File: src/rtl/rom_reader_pkg.sv
// Shared definitions for rom_burst_reader: FSM state encoding and default widths.
package rom_reader_pkg;

    localparam int DEFAULT_ADDR_WIDTH = 8;
    localparam int DEFAULT_DATA_WIDTH = 8;

    // IDLE waits for start, REQ presents the read to the ROM, WAIT captures
    // the ROM data, OUT holds the byte until the sink takes it.
    typedef enum logic [1:0] {
        IDLE = 2'd0,
        REQ  = 2'd1,
        WAIT = 2'd2,
        OUT  = 2'd3
    } state_t;

endpackage

File: src/rtl/rom_burst_reader.sv
// rom_burst_reader: read initiator for a single-port synchronous ROM.
// Accepts a start address and burst length, issues one registered ROM read
// per byte (rom_cs high for exactly one cycle), captures the data at the edge
// after the ROM sampled the request and streams it out on valid/ready.
// Optional feature macro: ROM_READER_CHECKSUM_EN adds a running byte checksum
// of the handshaked output bytes on the checksum port.
module rom_burst_reader
    import rom_reader_pkg::*;
#(
    parameter int ADDR_WIDTH = DEFAULT_ADDR_WIDTH,
    parameter int DATA_WIDTH = DEFAULT_DATA_WIDTH
) (
    input  logic                  clk,
    input  logic                  rst,
    input  logic                  start,
    input  logic [ADDR_WIDTH-1:0] start_addr,
    input  logic [ADDR_WIDTH-1:0] burst_len,
    output logic                  busy,
    output logic                  done,
    output logic [DATA_WIDTH-1:0] m_data,
    output logic                  m_valid,
    input  logic                  m_ready,
    output logic                  rom_cs,
    output logic [ADDR_WIDTH-1:0] rom_addr,
    input  logic [DATA_WIDTH-1:0] rom_dout
`ifdef ROM_READER_CHECKSUM_EN
    ,
    output logic [DATA_WIDTH-1:0] checksum
`endif
);

    localparam logic [ADDR_WIDTH-1:0] ADDR_ONE = 1;

    state_t                  state_reg,     state_next;
    logic [ADDR_WIDTH-1:0]   remaining_reg, remaining_next;
    logic [ADDR_WIDTH-1:0]   rom_addr_reg,  rom_addr_next;
    logic                    rom_cs_reg,    rom_cs_next;
    logic [DATA_WIDTH-1:0]   m_data_reg,    m_data_next;
    logic                    m_valid_reg,   m_valid_next;
    logic                    busy_reg,      busy_next;
    logic                    done_reg,      done_next;
`ifdef ROM_READER_CHECKSUM_EN
    logic [DATA_WIDTH-1:0]   checksum_reg,  checksum_next;
`endif

    // State and output registers; reset abandons any burst immediately.
    always_ff @(posedge clk or posedge rst) begin
        if (rst) begin
            state_reg     <= IDLE;
            remaining_reg <= '0;
            rom_addr_reg  <= '0;
            rom_cs_reg    <= 1'b0;
            m_data_reg    <= '0;
            m_valid_reg   <= 1'b0;
            busy_reg      <= 1'b0;
            done_reg      <= 1'b0;
`ifdef ROM_READER_CHECKSUM_EN
            checksum_reg  <= '0;
`endif
        end else begin
            state_reg     <= state_next;
            remaining_reg <= remaining_next;
            rom_addr_reg  <= rom_addr_next;
            rom_cs_reg    <= rom_cs_next;
            m_data_reg    <= m_data_next;
            m_valid_reg   <= m_valid_next;
            busy_reg      <= busy_next;
            done_reg      <= done_next;
`ifdef ROM_READER_CHECKSUM_EN
            checksum_reg  <= checksum_next;
`endif
        end
    end

    // Next-state and next-output logic; rom_addr doubles as the burst address
    // counter since it must hold steady through REQ/WAIT/OUT anyway.
    always_comb begin
        state_next     = state_reg;
        remaining_next = remaining_reg;
        rom_addr_next  = rom_addr_reg;
        rom_cs_next    = rom_cs_reg;
        m_data_next    = m_data_reg;
        m_valid_next   = m_valid_reg;
        busy_next      = busy_reg;
        done_next      = 1'b0;
`ifdef ROM_READER_CHECKSUM_EN
        checksum_next  = checksum_reg;
`endif
        case (state_reg)
            IDLE: begin
                if (start) begin
                    remaining_next = burst_len;
                    rom_addr_next  = start_addr;
                    rom_cs_next    = 1'b1;
                    busy_next      = 1'b1;
`ifdef ROM_READER_CHECKSUM_EN
                    checksum_next  = '0;
`endif
                    state_next     = REQ;
                end
            end
            REQ: begin
                // The ROM samples cs/addr on this edge; drop the select.
                rom_cs_next = 1'b0;
                state_next  = WAIT;
            end
            WAIT: begin
                // Data became valid after the previous falling edge and is
                // still stable at this rising edge.
                m_data_next  = rom_dout;
                m_valid_next = 1'b1;
                state_next   = OUT;
            end
            OUT: begin
                if (m_ready) begin
                    m_valid_next  = 1'b0;
`ifdef ROM_READER_CHECKSUM_EN
                    checksum_next = checksum_reg + m_data_reg;
`endif
                    if (remaining_reg == '0) begin
                        done_next  = 1'b1;
                        busy_next  = 1'b0;
                        state_next = IDLE;
                    end else begin
                        remaining_next = remaining_reg - ADDR_ONE;
                        rom_addr_next  = rom_addr_reg + ADDR_ONE;
                        rom_cs_next    = 1'b1;
                        state_next     = REQ;
                    end
                end
            end
            default: begin
                state_next = IDLE;
            end
        endcase
    end

    assign busy     = busy_reg;
    assign done     = done_reg;
    assign m_data   = m_data_reg;
    assign m_valid  = m_valid_reg;
    assign rom_cs   = rom_cs_reg;
    assign rom_addr = rom_addr_reg;
`ifdef ROM_READER_CHECKSUM_EN
    assign checksum = checksum_reg;
`endif

endmodule

File: config.mk
export PLATFORM = sky130hd
export DESIGN_NAME = rom_burst_reader
export DESIGN_NICKNAME = d
export VERILOG_FILES = /design/src/rtl/rom_reader_pkg.sv /design/src/rtl/rom_burst_reader.sv
export SDC_FILE = /design/constraint.sdc
export NUM_CORES = 1
export LEC_CHECK = 0
export CORE_MARGIN = 3
export CORE_UTILIZATION = 24
export CTS_BUF_LIST = sky130_fd_sc_hd__clkbuf_4 sky130_fd_sc_hd__clkbuf_8
export DETAILED_ROUTE_END_ITERATION = 10
export SLEW_MARGIN = 40
export SYNTH_ARGS = -nofsm -noshare
export SYNTH_HDL_FRONTEND = slang
export SYNTH_SLANG_ARGS = --single-unit
File: constraint.sdc
create_clock -name clk -period 3.5 [get_ports clk]
set_clock_uncertainty 0.2 [all_clocks]
set_input_delay 0.35 -clock clk [delete_from_list [all_inputs] [get_ports clk]]
set_output_delay 0.35 -clock clk [all_outputs]
set_load 0.005 [all_outputs]
==> results_dict.tcl <==
set metrics [dict create \
    critPathSlowestCell "and2_1" \
    status "finished clean" \
    final_common_cell "clkdlybuf4s50_1" \
    syn-num-nets 203 \
    p_int_uw 1220 \
    ys_seq_area_share_pct 45.2 \
    cp.required_ns 3.43 \
    fp.dieW_um 89.2 \
    power_density_nw_per_um2 906 \
    gr-total-overflow 0 \
    grtUsageTotal_pct 11.7 \
    post_drt_wl_per_cell_um 14.9 \
    design_area_sq_um 2280 \
    maxSlewViolCount 0 \
    design.core.area_sq_um 6530 \
    synthCells 168 \
    p_comb_share_pct 52.9 \
    critical_path_buf_inv_count 2 \
    std_cell_rows 29 \
    crit_type "reg2reg" \
    fmax_ghz 0.382 \
    cts_made_buffers 5 \
    io_pins 48 \
    gp_congestion 0.776 \
    yosysTopAreaCellShare_pct 45.2 \
    clk_pin_slew_ns 0.06 \
    drt_iter0_markers 128 \
    clock-sinks 30 \
    sequentialPowerShare_pct 33.6 \
    first_pass_iters 4 \
    io_buffers 47 \
    grt_pass1_wl_um 7180 \
    clockBufferDepth 2 \
    power_switching_uw 851 \
    drv_cap 0 \
    final_cell_mix "47 x clkdlybuf4s50_1, 30 x dfrtp_1, 18 x a21oi_1, 15 x o21ai_0" \
    cts_tree "built" \
    place_area_sq_um 2200 \
    clk_latency_ns 0.27 \
    synth_area_leaders "dfrtp_1 45%, a21oi_1 5.4%, mux2_2 5.4%" \
    crit_path_max_fanout 23 \
    leakage_uw 0.000911 \
    cts_max_level 2 \
    drive_gt1_share_pct 11.2 \
    dp_hpwl_um 2980 \
    ys_ff_latch 30 \
    finalNetCount 249 \
    ctsResizeCount 0 \
    via_count 1498 \
    power_switching_share_pct 41.1 \
    hold_viol_final 0 \
    max-slew-margin-rel_pct 59.1 \
    setup_tns_ns 0 \
    period_minus_slack_ns 2.62 \
    holdCritPathClass "in2async" \
    initial_utilization_pct 25.4 \
    pwr-share-clk_pct 13.4 \
    path_cells "ha_1 -> inv_1 -> o21a_1 -> buf_4 -> and2_1 -> a221oi_1" \
    period_share_pct 74.9 \
    die_y_um 89.2 \
    worst_slew_pin_slew_ns 0.613 \
    synth_top_cell_by_area "dfrtp_1" \
    crit_cells 6 \
    area_growth_pct 37.5 \
    grt_pass1_vias 1410 \
    via_per_inst 5.15 \
    critPathMaxStageDelay_ns 0.57 \
    rr_worst_depth 6 \
    cp-end-kind "flop" \
    antenna_left 0 \
    drcViolationCount 0 \
    fp.dieArea_sq_um 7960 \
    yosys_warnings 0 \
    ir_drop_mv 0.346 \
    cp_top_family "buffers and inverters" \
    cts_root_buffer "clkbuf_8" \
    setup_violations 0 \
    grt_max_degree 31 \
    synth.avg_cell_area_sq_um 9.89 \
    diodes 0 \
    cts_hold_buf 0 \
    antenna_found_initial 0 \
    cp.arrival_ns 2.55 \
    synthDistinctLibCells 39 \
    post_cts_buffers 0 \
    post-route-util_pct 35.0 \
    rsz0062_at_grt "false" \
    syn_area_sq_um 1660 \
    wirelength_um 4330 \
    cp-start-kind "flop" \
]
stage by stage:
stage	power [uW]	worst slack, ns	hold WS [ns]	std cells
3_5_place_dp	1800	0.689	0.298	284
5_1_grt	2270	0.583	0.293	291
2_1_floorplan	1370	1.58	0.240	168
3_3_place_gp	1780	0.755	0.289	284
6_report	2070	0.880	0.260	291
4_1_cts	2090	0.680	0.270	291
final timing paths:
path | start | to | slack (ns)
min in group clk | m_data[3] | m_data[3] | 0.31
worst max-delay path | state_reg[0] | remaining_reg[4] | 0.88
max in group asynchronous | rst | remaining_reg[6] | 2.56
worst min-delay path | rst | m_data[2] | 0.26
worst max register to register | state_reg[0] | remaining_reg[4] | 0.88
worst min register to register | m_data[3] | m_data[3] | 0.31
power by group through the flow:
stage | clock network, uW | logic (uW) | registers (uW)
floorplan | 0 | 704 | 667
finish | 278 | 1100 | 697
CTS | 289 | 1110 | 695
global placement | 0 | 1080 | 697
global route | 308 | 1240 | 725
detailed placement | 0 | 1100 | 700
layer usage:
| metal | share of wire, % | up-vias | track usage, % |
|---|---|---|---|
| met3 | 6.1 | 4 | 3.59 |
| met2 | 45 | 53 | 16.5 |
| met5 | 0 | - | 0 |
| met4 | 0.92 | 0 | 3.92 |
| li1 | - | 720 | - |
| met1 | 48 | 721 | 16.7 |
tightest hold or removal path, delay by kind of cell:
| kind | cells | cell delay, ns |
|---|---|---|
| buf+inv | 3 | 0.80 |
final cells by class:
type	count	area [sq um]
clock buffer	7	83.8
fill	671	4250
inverter	12	45.0
multi-input combinational	114	808
sequential	30	751
tap	77	96.3
timing repair buffer	51	500
cell usage after synthesis:
master	n
nand2b_1	3
buf_2	4
o22ai_1	3
and3_1	2
buf_1	1
nor2_1	2
nand3_1	7
nand2_1	8
a211oi_1	1
a221oi_1	1
dfrtp_1	30
mux2i_1	3
nor4b_4	1
nor4_2	1
o2bb2ai_1	1
a22o_1	1
nor4b_1	1
o211ai_1	1
ha_1	7
nand4_1	3
buf_6	1
nor3b_1	1
o21a_1	1
or2_2	1
o31ai_1	1
or4_4	1
o41ai_1	1
nor4bb_1	1
a21oi_1	18
mux2_2	8
clkbuf_1	6
a31oi_1	12
inv_1	12
a22oi_2	1
o21ai_0	15
o2111a_1	1
o32ai_1	3
o2111ai_1	2
and2_0	1
logic make-up after synthesis:
| logic type | synth area share [%] |
|---|---|
| AOI/OAI and AO/OA | 23.6 |
| adders and majority gates | 5.27 |
| buffers and inverters | 6.17 |
| DFF | 45.2 |
| muxes | 7.23 |
| and+or+nand+nor | 12.6 |
(Power assumes the default switching activity.)
